$ cat config.mk
export PLATFORM = sky130hd
export DESIGN_NAME = dmem_arbiter
export DESIGN_NICKNAME = d
export VERILOG_FILES = /design/src/rtl/dmem_arbiter.sv
export SDC_FILE = /design/constraint.sdc
export NUM_CORES = 1
export LEC_CHECK = 0
export BUFFER_PORTS_ARGS = -buffer_cell sky130_fd_sc_hd__buf_2
export CAP_MARGIN = 25
export CORE_AREA = 5 5 67 69
export CTS_CLUSTER_DIAMETER = 200
export DETAILED_ROUTE_END_ITERATION = 10
export DIE_AREA = 0 0 72 74
export PLACE_DENSITY_LB_ADDON = 0.25
export SETUP_SLACK_MARGIN = 0.5
export SLEW_MARGIN = 20
export SYNTH_ARGS = -nofsm -noshare
export SYNTH_HDL_FRONTEND = slang
export SYNTH_SLANG_ARGS = --single-unit
$ cat constraint.sdc
create_clock -name i_clk -period 1.67 [get_ports i_clk]
set_input_delay 0.167 -clock i_clk [delete_from_list [all_inputs] [get_ports i_clk]]
set_output_delay 0.167 -clock i_clk [all_outputs]
set_load 0.02 [all_outputs]
$ cat src/rtl/dmem_arbiter.sv
// dmem_arbiter
// Shares the single-port synchronous Data_Memory between the CPU datapath and
// the UART debug unit. The CPU has priority. A starvation counter forces debug
// through after STARVE_MAX consecutive CPU wins while a debug request waits.
// The CPU is stalled in any cycle it loses the port.
//
// Optional feature macro: DMEM_ARB_BURST_EN
//   defined   : dbg_lock keeps debug ownership across a burst of accesses
//   undefined : dbg_lock is ignored and no lock register exists
//
// Ports
//   i_clk, i_reset                 clock, synchronous active-high reset
//   i_cpu_rd/_wr/_addr/_wdata      CPU request (a write wins if rd and wr are both high)
//   o_cpu_rdata                    read data to the datapath (mem read data, combinational)
//   o_cpu_stall                    CPU lost arbitration this cycle
//   i_dbg_req/_we/_addr/_wdata     debug request, held stable until granted
//   i_dbg_lock                     hold debug ownership (burst builds only)
//   o_dbg_gnt                      debug access accepted this cycle
//   o_dbg_rvalid, o_dbg_rdata      debug read return, one cycle after the grant
//   o_mem_rd/_wr/_addr/_wdata      Data_Memory request
//   i_mem_rdata                    Data_Memory read data (one cycle after the read)

module dmem_arbiter #(
   parameter int unsigned AB         = 11,
   parameter int unsigned DB         = 16,
   parameter int unsigned STARVE_MAX = 4
) (
   input  logic          i_clk,
   input  logic          i_reset,
   input  logic          i_cpu_rd,
   input  logic          i_cpu_wr,
   input  logic [AB-1:0] i_cpu_addr,
   input  logic [DB-1:0] i_cpu_wdata,
   output logic [DB-1:0] o_cpu_rdata,
   output logic          o_cpu_stall,
   input  logic          i_dbg_req,
   input  logic          i_dbg_we,
   input  logic [AB-1:0] i_dbg_addr,
   input  logic [DB-1:0] i_dbg_wdata,
   input  logic          i_dbg_lock,
   output logic          o_dbg_gnt,
   output logic          o_dbg_rvalid,
   output logic [DB-1:0] o_dbg_rdata,
   output logic          o_mem_rd,
   output logic          o_mem_wr,
   output logic [AB-1:0] o_mem_addr,
   output logic [DB-1:0] o_mem_wdata,
   input  logic [DB-1:0] i_mem_rdata
);

   localparam logic [3:0] StarveMax = 4'(STARVE_MAX);

   logic          r_rvalid;
   logic [DB-1:0] r_rdata;
   logic [3:0]    r_starve_cnt;
   logic [3:0]    w_starve_cnt_d;
   logic          w_cpu_act;
   logic          w_starved;
   logic          w_locked;
   logic          w_dbg_win;

   assign w_cpu_act = i_cpu_rd | i_cpu_wr;
   assign w_starved = (r_starve_cnt == StarveMax);

`ifdef DMEM_ARB_BURST_EN
   logic r_lock;

   // Lock drops as soon as the requester releases dbg_lock or dbg_req.
   always_ff @(posedge i_clk) begin
      if (i_reset) begin
         r_lock <= 1'b0;
      end else if (!i_dbg_lock || !i_dbg_req) begin
         r_lock <= 1'b0;
      end else if (o_dbg_gnt) begin
         r_lock <= 1'b1;
      end
   end

   assign w_locked = r_lock;
`else
   logic w_unused_lock;

   assign w_unused_lock = i_dbg_lock;
   assign w_locked      = 1'b0;
`endif

   assign w_dbg_win = i_dbg_req & (~w_cpu_act | w_starved | w_locked);

   // Port steering; idle drives zeros on the memory bus.
   always_comb begin
      o_mem_rd    = 1'b0;
      o_mem_wr    = 1'b0;
      o_mem_addr  = '0;
      o_mem_wdata = '0;
      o_dbg_gnt   = 1'b0;
      o_cpu_stall = 1'b0;
      if (w_dbg_win) begin
         o_dbg_gnt   = 1'b1;
         o_mem_wr    = i_dbg_we;
         o_mem_rd    = ~i_dbg_we;
         o_mem_addr  = i_dbg_addr;
         o_mem_wdata = i_dbg_wdata;
         o_cpu_stall = w_cpu_act;
      end else if (w_cpu_act) begin
         o_mem_wr    = i_cpu_wr;
         o_mem_rd    = ~i_cpu_wr;
         o_mem_addr  = i_cpu_addr;
         o_mem_wdata = i_cpu_wdata;
      end
   end

   // Counts CPU wins against a pending debug request; saturates at the limit.
   always_comb begin
      w_starve_cnt_d = r_starve_cnt;
      if (!i_dbg_req || w_dbg_win) begin
         w_starve_cnt_d = '0;
      end else if (r_starve_cnt < StarveMax) begin
         w_starve_cnt_d = r_starve_cnt + 4'd1;
      end
   end

   always_ff @(posedge i_clk) begin
      if (i_reset) begin
         r_starve_cnt <= '0;
         r_rvalid     <= 1'b0;
         r_rdata      <= '0;
      end else begin
         r_starve_cnt <= w_starve_cnt_d;
         r_rvalid     <= w_dbg_win & ~i_dbg_we;
         if (r_rvalid) begin
            r_rdata <= i_mem_rdata;
         end
      end
   end

   assign o_cpu_rdata = i_mem_rdata;

   // Memory data only arrives in the return cycle, so it is forwarded while
   // rvalid is high and the captured copy is shown afterwards. Reset masks
   // both so a read granted just before reset never returns.
   assign o_dbg_rvalid = r_rvalid & ~i_reset;
   assign o_dbg_rdata  = i_reset  ? '0 :
                         r_rvalid ? i_mem_rdata : r_rdata;

endmodule

==> key figures, run 1 <==
Drt
  • Via density per instance: 4.80
  • DRC: 0
  • Final WL: ~5300 um
  • Pre-Repair DR Iteration Count: 4
  • Drt wl/cell: about 16 um
  • DRT iter0 DRCs: 55
  • Via count: about 1,600
  • Routed Antenna Nets: 0

Placement
  • GPL Wtd Cong: roughly 0.76
  • DP Wirelength: ~3500 um
  • Port bufs: 139
  • Cells after DPL: roughly 310

Logic synthesis
  • Seq/Total Area, Yosys: between 30% and 40%
  • #FFs+latches synth: 21
  • Number of synthesized flops with an enable pin: 0
  • Syn_nets: roughly 220
  • Average size of a mapped cell: between 9 and 10 sq um
  • Post-Syn Instances: 137
  • Top FF cell, synth: dfxtp_1
  • Synth cell types: 21
  • Top cells by area, synth: dfxtp_1, a22o_1, mux2i_1
  • Top-area cell type share of the netlist area: 33.2%
  • Synth warn: 0
  • Area leader, netlist: dfxtp_1
  • Synthesized area: between 1000 and 1500 sq um
  • Post-synth ARST share: 0%

Power
  • Sw power: between 0.4 and 0.5 mW
  • P_leak: 1.34 nW
  • Switch share: a little under a third
  • Clock group share of total power: 22.5%
  • VDD IR max: just over 0.0003 V
  • Logic gate share of total power: about two fifths
  • Pwr/cell area: about 520 nW/um^2
  • Flop pwr share: 35.5%
  • Internal power component: between 0.9 and 1 mW

Clock network
  • Clock transition at path regs: approximately 0.070 ns
  • Hold_buf cts: 0
  • CTS H-tree depth: 1
  • CTS buffer count: 3
  • CTS root buffer: clkbuf_8
  • Clock sinks: 21
  • Clock Latency Late Sink: ~0.25 ns
  • Max clock buf depth: 2
  • CTS tree: yes

Worst hold path
  • HP Class: input port to register
  • WHS Endpoint: r_rvalid
  • Hold Path Origin: i_dbg_we
  • Worst hold stages: 2

Global route
  • GRT Util Overall: ~18%
  • Antenna violations before repair: 0
  • Vias in the first global route: roughly 1,600
  • First-pass GRT wire length: between 7000 and 8000 um
  • Congestion Overflow GR: 0
  • Pin count of the biggest net entering global routing: 15

Setup path
  • Flop2flop setup slack: 0.29 ns
  • Crit-path max FO: 8
  • Worst EP arrival: around 1.8 ns
  • Critical R2R Launch: r_starve_cnt[0]
  • Crit path kind: register to primary output
  • CP required: 1.50 ns
  • CP startpoint kind: register
  • Critical R2R Capture: r_rvalid
  • Register-to-Register Path Depth: 6
  • Crit end category: primary output

Floorplan
  • Die area: 5330 sq um
  • Total I/O pin count: roughly 140
  • Core area: between 3000 and 4000 sq um
  • Initial Utilization: around a third
  • Row Count: 23
  • Chip width: around 72 um
  • Die extent in y: between 70 and 80 um

Timing
  • Final Skew: about 0.0014 ns
  • Worst setup margin: -0.272 ns
  • Final Max Slew Viols: 0
  • Slew headroom: 41.6%
  • Tmin final: between 1.5 and 2 ns
  • Final setup violation count: 30
  • RSZ-0062 raised after global routing: yes
  • Worst Tran Pin Value: 0.873 ns
  • Final Hold Fails: 0
  • Share of the clock period used by the worst path: 116%
  • Achievable clock frequency: about 510 MHz
  • Fin Setup TNS: -7.38 ns

Outcome
  • Status: finished, violations left
  • Failing checks: setup timing

Run
  • Max Cap Violations: 0

Cells and area
  • Layout cell share with drive strength beyond 1: just under 80%
  • Final nets: between 300 and 400
  • Commonest non-fill, non-tap cell in the layout: buf_2
  • Ant. Diodes: 0
  • Layout area overhead: 117%
  • Commonest non-fill, non-tap cells in the layout: buf_2, buf_6, a22o_4, buf_4, dfxtp_1
  • Post-route insts no fill: around 330
[what timing repair did]
item | CTS | global route
gates cloned | 5 | 1
gates resized for setup | 101 | 13
setup endpoints to repair | 49 | 53
pin swaps | 4 | 6
buffers inserted | 4 | 4
[worst max-delay path by stage]
stage	depth (start not counted)	to	startpoint
finish	7	o_mem_wdata[1]	r_starve_cnt[0]
global placement	6	o_mem_wdata[5]	r_starve_cnt[0]
detailed placement	6	o_mem_wdata[5]	r_starve_cnt[0]
CTS	7	o_mem_addr[10]	r_starve_cnt[0]
global route	7	o_mem_wdata[7]	r_starve_cnt[0]
floorplan	6	o_mem_addr[0]	r_starve_cnt[0]
[cells in the mapped netlist, drive strengths merged (2+ instances only)]
library cell   n
nand2          3
a21oi          4
o21ai          4
nor2b          2
buf           23
nor2          21
a22o          28
ha             2
clkbuf         2
inv            5
mux2i         16
dfxtp         21
[through the flow]
step                worst slack (ns)  cell area, sq um  util [%]  hold slack, ns  total power [mW]
floorplan                      0.167              1570         -           0.238             0.837
global placement              -0.292              2180      56.6           0.385             0.993
detailed placement            -0.316              2180      56.6           0.387             0.999
CTS                           -0.277              2640      68.5           0.108              1.43
global route                  -0.331              2740      71.1           0.113              1.51
finish                        -0.272              2740      71.1           0.116              1.44
[cell families after synthesis]
group	count (synthesis)	synth area share, %
mux	16	12.7
buf+inv	30	15.8
compound gates	37	23.7
simple gates	31	12.6
flops	21	33.2
fa+ha+maj	2	1.98
[power groups by stage]
stage	logic (mW)	clock network, mW	registers, mW
floorplan	0.315	0	0.522
global placement	0.471	0	0.522
detailed placement	0.476	0	0.522
CTS	0.585	0.338	0.510
global route	0.632	0.365	0.511
finish	0.603	0.324	0.511
[state kept, by name (all words and copies together) (netlist names)]
signal / flops
r_starve_cnt: 4
r_rdata: 16
r_rvalid: 1
[critical path: stages (launching register included)]
cell	delay, ns
dfxtp_2	0.34
inv_2	0.05
ha_4	0.15
and4b_4	0.21
buf_6	0.14
a21o_4	0.24
a22o_4	0.26
buf_6	0.13
[per-layer routing]
metal	GRT usage (%)	wire length, um
met1	18.5	1850
met2	34.8	3040
met3	3.78	373
met4	5.01	39
met5	0	0
[layout make-up]
class | instances | area [sq um]
Timing Repair Buffer | 157 | 1170
Inverter | 5 | 18.8
Tap cell | 50 | 62.6
Clock buffer | 4 | 45.0
Fill cell | 306 | 1110
Multi-Input combinational cell | 90 | 1020
Sequential cell | 21 | 427
(Power assumes the default switching activity.)
==> run 2: changes to the inputs <==
Settings changed: CORE_AREA 5 5 67 69 to 5 5 78 80, DIE_AREA 0 0 72 74 to 0 0 83 85.
==> run 2 against run 1 <==
Effect of this change: the flow still finishes with violations (setup timing); setup slack improved by 0.018 ns; via count increased by 2.2%; sequential power is essentially flat; cell area up 4.7%; fmax up 0.95%; die area rose by 32%; first-iteration DRC count is 55% lower.
==> key figures, run 2 (synthesized netlist as in run 1, its figures left out) <==
Placement
  • GPL Wtd Cong: 0.748 (-1.7%)
  • DP Wirelength: 3770 um (+6.5%)
  • Cells after DPL: 331 (+7.1%)
  • Placed Area: 2210 sq um (+1.3%)
  • Port bufs: 139 (unchanged)

Global route
  • Pin count of the biggest net entering global routing: 20 (+5)
  • First-pass GRT wire length: 8330 um (+11%)
  • Vias in the first global route: 1,761 (+7.3%)
  • Antenna violations before repair: 0 (unchanged)
  • GRT Util Overall: 14.1% (-3.5 points)
  • Congestion Overflow GR: 0 (unchanged)

Timing
  • Achievable clock frequency: 520 MHz (+0.95%)
  • Fin Setup TNS: -6.85 ns (+0.532 ns)
  • RSZ-0062 raised after global routing: yes
  • Final Hold Fails: 0 (unchanged)
  • Final setup violation count: 30 (unchanged)
  • Worst Tran Pin Value: 0.542 ns (-0.332 ns)
  • Final Max Slew Viols: 0 (unchanged)
  • Slew headroom: 63.9% (+22 points)
  • Final Skew: 0.00190 ns (+0.000465 ns)
  • Share of the clock period used by the worst path: 115% (-1.1 points)
  • Tmin final: 1.92 ns (-0.0183 ns)
  • Worst setup margin: -0.254 ns (+0.0183 ns)
  • Worst Hold Margin: 0.114 ns (-0.00191 ns)

Clock network
  • Hold_buf cts: 0 (unchanged)
  • CTS H-tree depth: 1 (unchanged)
  • CTS root buffer: clkbuf_8
  • Clock sinks: 21 (unchanged)
  • Max clock buf depth: 2 (unchanged)
  • Clock transition at path regs: 0.08 ns (about the same)
  • CTS buffer count: 3 (unchanged)
  • Clock Latency Late Sink: 0.26 ns (about the same)
  • CTS tree: yes

Setup path
  • Flop2flop setup slack: 0.18 ns (-0.11 ns)
  • Crit-path max FO: 8 (unchanged)
  • Crit path kind: register to primary output
  • Worst EP arrival: 1.76 ns (-0.02 ns)
  • Crit end category: primary output
  • CP required: 1.50 ns (about the same)
  • CP startpoint kind: register

Power
  • Flop pwr share: 35.2% (-0.3 points)
  • VDD IR max: 0.000210 V (-31%)
  • Sw power: 0.454 mW (+2.6%)
  • Logic gate share of total power: 42.0% (about the same)
  • Switch share: 31.3% (+0.48 points)
  • P_leak: 1.39 nW (+4.0%)
  • Internal power component: 0.998 mW (+0.31%)
  • Pwr/cell area: 506 nW/um^2 (-3.5%)
  • Clock group share of total power: 22.8% (+0.3 points)

Worst hold path
  • HP Class: input port to register

Drt
  • Via density per instance: 4.50 (-6.4%)
  • Pre-Repair DR Iteration Count: 4 (unchanged)
  • Final WL: 5300 um (about the same)
  • Via count: 1,606 (+2.2%)
  • Drt wl/cell: 14.9 um (-8.4%)
  • DRC: 0 (unchanged)
  • DRT iter0 DRCs: 25 (-55%)
  • Routed Antenna Nets: 0 (unchanged)

Cells and area
  • Final Cell Area: 2870 sq um (+4.7%)
  • Layout cell share with drive strength beyond 1: 81.8% (+2.3 points)
  • Commonest non-fill, non-tap cell in the layout: buf_2
  • Largest regs: r_rdata (16), r_starve_cnt (4), r_rvalid (1)
  • Post-route insts no fill: 357 (+9.2%)
  • Layout area overhead: 127%
  • Top reg by flops: r_rdata
  • Commonest non-fill, non-tap cells in the layout: buf_2, buf_6, a22o_4, buf_4, dfxtp_1
  • Max reg flops: 16 (unchanged)
  • Final nets: 365 (+2.2%)
  • Ant. Diodes: 0 (unchanged)

Floorplan
  • Initial Utilization: 23.7% (-9.1 points)
  • Die extent in y: 85 um (+15%)
  • Die area: 7060 sq um (+32%)
  • Chip width: 83 um (+15%)
  • Core area: 5340 sq um (+38%)
  • Total I/O pin count: 141 (unchanged)
  • Row Count: 27 (+17%)

Run
  • Max Cap Violations: 0 (unchanged)

Outcome
  • Status: finished, violations left
  • Failing checks: setup timing
[run 2: changes by cell type in the layout (fill, tap and decap cells not counted), sizes merged]
cell,change
clkbuf,-2
buf,+9
clkinv,+1
[run 2: through the flow]
stage	power [mW]	utilization (%)	setup slack, ns
3_3_place_gp	0.998	41.4	-0.292
4_1_cts	1.46	51.9	-0.263
6_report	1.45	53.8	-0.254
5_1_grt	1.54	53.8	-0.316
2_1_floorplan	0.837	-	0.167
3_5_place_dp	1.00	41.4	-0.295
[run 2: worst max-delay path: stages, from the launching register on]
cell and delay, ns:
dfxtp_2 0.34, inv_2 0.05, ha_4 0.15, and4b_4 0.21, buf_6 0.14, a21o_4 0.24
a22o_4 0.26, buf_6 0.13
[run 2: area by class of cell]
class / count / area [sq um]
repair buffers: 165 / 1240
clock buffers: 3 / 41.3
clock inverters: 1 / 5.00
inverters: 5 / 18.8
fillers: 495 / 2470
flip-flops and latches: 21 / 427
multi-input cells: 90 / 1040
well taps: 72 / 90.1
[run 2: worst paths after layout]
kind,startpoint,end,depth (start not counted)
min reg2reg,r_rdata[5],r_rdata[5],2
min,i_dbg_we,r_rvalid,2
max reg2reg,r_starve_cnt[0],r_rvalid,7
max,r_starve_cnt[0],o_mem_wdata[15],7
[run 2: repair_timing]
item	CTS	global route
hold endpoints to repair	0	0
gates resized for setup	108	14
pin swaps	4	3
buffers inserted	11	5
cloned	6	0
endpoints found under the setup margin	49	54
[run 2: power by group through the flow]
stage | clock [mW] | combinational (mW) | sequential, mW
6_report | 0.332 | 0.609 | 0.510
3_5_place_dp | 0 | 0.480 | 0.522
4_1_cts | 0.352 | 0.598 | 0.510
5_1_grt | 0.378 | 0.647 | 0.511
3_3_place_gp | 0 | 0.476 | 0.522
2_1_floorplan | 0 | 0.315 | 0.522
[run 2: per-layer routing]
layer	wire length (um)	vias up	global-route usage (%)	share of wire (%)
met5	0	-	0	0
met4	55	0	4.75	1.0
met3	551	6	6.02	10
met2	2610	104	24.3	49
met1	2090	717	15.5	39
li1	-	779	-	-
==> run 3: changes to the inputs <==
Settings changed: ABC_AREA from default to 1, CORE_AREA 5 5 78 80 to 5 5 88 90, DIE_AREA 0 0 83 85 to 0 0 93 95.
==> run 3 against run 2 <==
Effect of this change: the run still ends with setup timing left; combinational power up 30%; global-route usage down 1.0 points; highest routed layer unchanged; routed wire length increased by 23%; hold slack gained 0.044 ns; count of clock-buffer cells in the layout stayed put; synthesized cell count up 97%; via count is 35% higher; critical path depth up 2; utilization down 2.3 points; non-clock buffer count down 4; cell count is 37% higher; area after synthesis increased by 31%.
==> key figures, run 3 <==
Logic synthesis
  • Top-area cell type share of the netlist area: 25.4% (-7.8 points)
  • Post-synth ARST share: 0% (unchanged)
  • Post-Syn Instances: 270 (+97%)
  • #FFs+latches synth: 21 (unchanged)
  • Commonest cells post-synth: nor2_1, nand2_1, inv_1
  • Count leader, synth: nor2_1
  • Synthesized area: 1650 sq um (+31%)
  • Average size of a mapped cell: 6.13 sq um (-34%)
  • Syn_nets: 349 (+62%)
  • Top cells by area, synth: dfxtp_1, nor2_1, nand2_1
  • Area leader, netlist: dfxtp_1
  • Synth cell types: 20 (-4.8%)
  • Synth warn: 0 (unchanged)
  • Top FF cell, synth: dfxtp_1
  • Number of synthesized flops with an enable pin: 0 (unchanged)
  • Seq/Total Area, Yosys: 25.4% (-7.8 points)

Cells and area
  • Commonest non-fill, non-tap cells in the layout: buf_2, buf_6, nor2_1, inv_1, nand2_2
  • Post-route insts no fill: 489 (+37%)
  • Layout area overhead: 117%
  • End-of-flow core utilization: 51.4% (-2.3 points)
  • Largest regs: r_rdata (16), r_starve_cnt (4), r_rvalid (1)
  • Ant. Diodes: 0 (unchanged)
  • Top reg by flops: r_rdata
  • FILL cells: 655 (+32%)
  • Final nets: 487 (+33%)
  • Max reg flops: 16 (unchanged)
  • Layout cell share with drive strength beyond 1: 71.7% (-10 points)
  • Commonest non-fill, non-tap cell in the layout: buf_2
  • FF+latch area: 427 sq um (unchanged)
  • Area of the multi-input gates: 1430 sq um (+37%)

Power
  • VDD IR max: 0.000607 V (+190%)
  • P_leak: 1.72 nW (+23%)
  • Pwr Total: 1.64 mW (+13%)
  • Pwr/cell area: 456 nW/um^2 (-9.8%)

Global route
  • Vias in the first global route: 2,039 (+16%)
  • Antenna violations before repair: 0 (unchanged)
  • First-pass GRT wire length: 9520 um (+14%)
  • GRT Util Overall: 13.1% (-1.0 points)
  • Pin count of the biggest net entering global routing: 18 (-10%)
  • Congestion Overflow GR: 0 (unchanged)

Setup path
  • CP required: 1.50 ns (about the same)
  • Crit path kind: register to primary output
  • Crit end category: primary output
  • Critical R2R Launch: r_starve_cnt[1]
  • Top delay family on crit path: buffers and inverters
  • WP buf/inv: 4 (+1)
  • Register-to-Register Path Depth: 7 (unchanged)
  • Critical Path Slowest Stage Cell: dfxtp_2
  • Critical R2R Capture: r_rvalid
  • Flop2flop setup slack: 0.52 ns (+0.34 ns)
  • Worst-path cell chain: inv_2, ha_4, nand3_4, nand2_8, buf_12, clkbuf_16, nand3_2, nand2_4, buf_6
  • Crit-path max FO: 5 (-3)
  • Worst EP arrival: 1.54 ns (-0.22 ns)
  • CP startpoint kind: register
  • CP max stage delay: 0.33 ns (about the same)

Clock network
  • Clock Latency Late Sink: 0.26 ns (about the same)
  • Clock sinks: 21 (unchanged)
  • CTS tree: yes
  • Clock transition at path regs: 0.08 ns (about the same)
  • CTS buffer count: 3 (unchanged)
  • CTS root buffer: clkbuf_8
  • Max clock buf depth: 2 (unchanged)
  • CTS H-tree depth: 1 (unchanged)
  • Hold_buf cts: 0 (unchanged)

Timing
  • Final setup violation count: 22 (-27%)
  • Tmin final: 1.70 ns (-0.220 ns)
  • Worst setup margin: -0.0344 ns (+0.220 ns)
  • RSZ-0062 raised after global routing: yes
  • Worst Tran Pin Value: 0.535 ns (-0.00628 ns)
  • Final Skew: 0.00424 ns (+0.00235 ns)
  • Final Hold Fails: 0 (unchanged)
  • Achievable clock frequency: 587 MHz (+13%)
  • Slew headroom: 64.3% (+0.46 points)
  • Final Max Slew Viols: 0 (unchanged)
  • Share of the clock period used by the worst path: 102% (-13 points)

Run
  • Max Cap Violations: 0 (unchanged)

Drt
  • Final WL: 6520 um (+23%)
  • Drt wl/cell: 13.3 um (-10%)
  • Pre-Repair DR Iteration Count: 4 (unchanged)
  • DRT iter0 DRCs: 33 (+32%)
  • DRC: 0 (unchanged)
  • Routed Antenna Nets: 0 (unchanged)
  • Via count: 2,171 (+35%)
  • Via density per instance: 4.44 (-1.3%)

Floorplan
  • Core area: 6980 sq um (+31%)
  • Die extent in y: 95 um (+12%)
  • Total I/O pin count: 141 (unchanged)
  • Row Count: 31 (+15%)
  • Initial Utilization: 23.7% (about the same)
  • Die area: 8840 sq um (+25%)
  • Chip width: 93 um (+12%)

Placement
  • Port bufs: 139 (unchanged)
  • Dpl ws: 0.208 ns (+0.503 ns)
  • DP Wirelength: 4200 um (+11%)
  • GPL Wtd Cong: 0.691 (-7.7%)
  • Cells after DPL: 467 (+41%)

Outcome
  • Failing checks: setup timing
  • Status: finished, violations left

Worst hold path
  • Hold Path Origin: i_reset
  • WHS Endpoint: r_rvalid
  • HP Class: input port to register
  • Worst hold stages: 2 (unchanged)
## run 3: cell count changes after synthesis, sizes merged, moves of 4 or more
cell   change
buf        +4
nand3     +29
nor2      +48
nand2     +58
inv       +32
mux2i     -16
a22o      -28
o21ai     +12
## run 3: power by group
group          switching, mW  internal (mW)  total [mW]
registers            0.00584          0.510       0.516
logic                  0.417          0.372       0.789
clock network          0.167          0.166       0.333
total                  0.590           1.05        1.64
## run 3: cell type report
type                       count  share of cell area [%]
timing repair buffer         161                    38.5
clock inverter                 1                   0.139
inverter                      37                    4.46
timing repair inverter         2                    1.29
clock buffer                   3                    1.15
multi-input combinational    182                    39.7
sequential                    21                    11.9
tap                           82                    2.86
## run 3: stage by stage
step / TNS (ns) / hold slack [ns] / area, sq um
floorplan: 0 / 0.239 / 1870
global placement: 0 / 0.366 / 2500
detailed placement: 0 / 0.366 / 2500
CTS: -0.782 / 0.146 / 3210
global route: -2.68 / 0.170 / 3590
finish: -0.387 / 0.158 / 3590
## run 3: kinds of logic after synthesis
| group | after synthesis | synth area share, % |
|---|---|---|
| AOI/OAI and AO/OA | 18 | 5.45 |
| xor gates and xnor gates | 1 | 0.530 |
| adders and majority gates | 2 | 1.51 |
| buffers and inverters | 67 | 23.8 |
| DFF | 21 | 25.4 |
| and+or+nand+nor | 161 | 43.3 |
## run 3: worst max path at each step
stage	start	end	slack [ns]	cells after the start
4_1_cts	r_starve_cnt[0]	o_mem_addr[3]	-0.05	9
6_report	r_starve_cnt[1]	o_mem_wdata[11]	-0.03	9
5_1_grt	r_starve_cnt[1]	o_mem_wdata[11]	-0.12	9
3_5_place_dp	r_rvalid	o_dbg_rdata[9]	0.21	4
3_3_place_gp	r_rvalid	o_dbg_rdata[12]	0.19	4
2_1_floorplan	r_starve_cnt[0]	o_mem_addr[1]	0.42	8
## run 3: timing repair
item,4_1_cts,5_1_grt
gates resized for setup,165,69
hold endpoints to repair,0,0
gates cloned,5,4
endpoints found under the setup margin,64,49
pin swaps,33,16
setup buffers,8,1
## run 3: metal layers
| metal | up-vias | track usage, % | part of all wire [%] |
|---|---|---|---|
| li1 | 1078 | - | - |
| met1 | 976 | 15.9 | 40 |
| met4 | 0 | 2.56 | 0.58 |
| met5 | - | 0 | 0 |
| met2 | 113 | 23.9 | 50 |
| met3 | 4 | 2.55 | 9.7 |
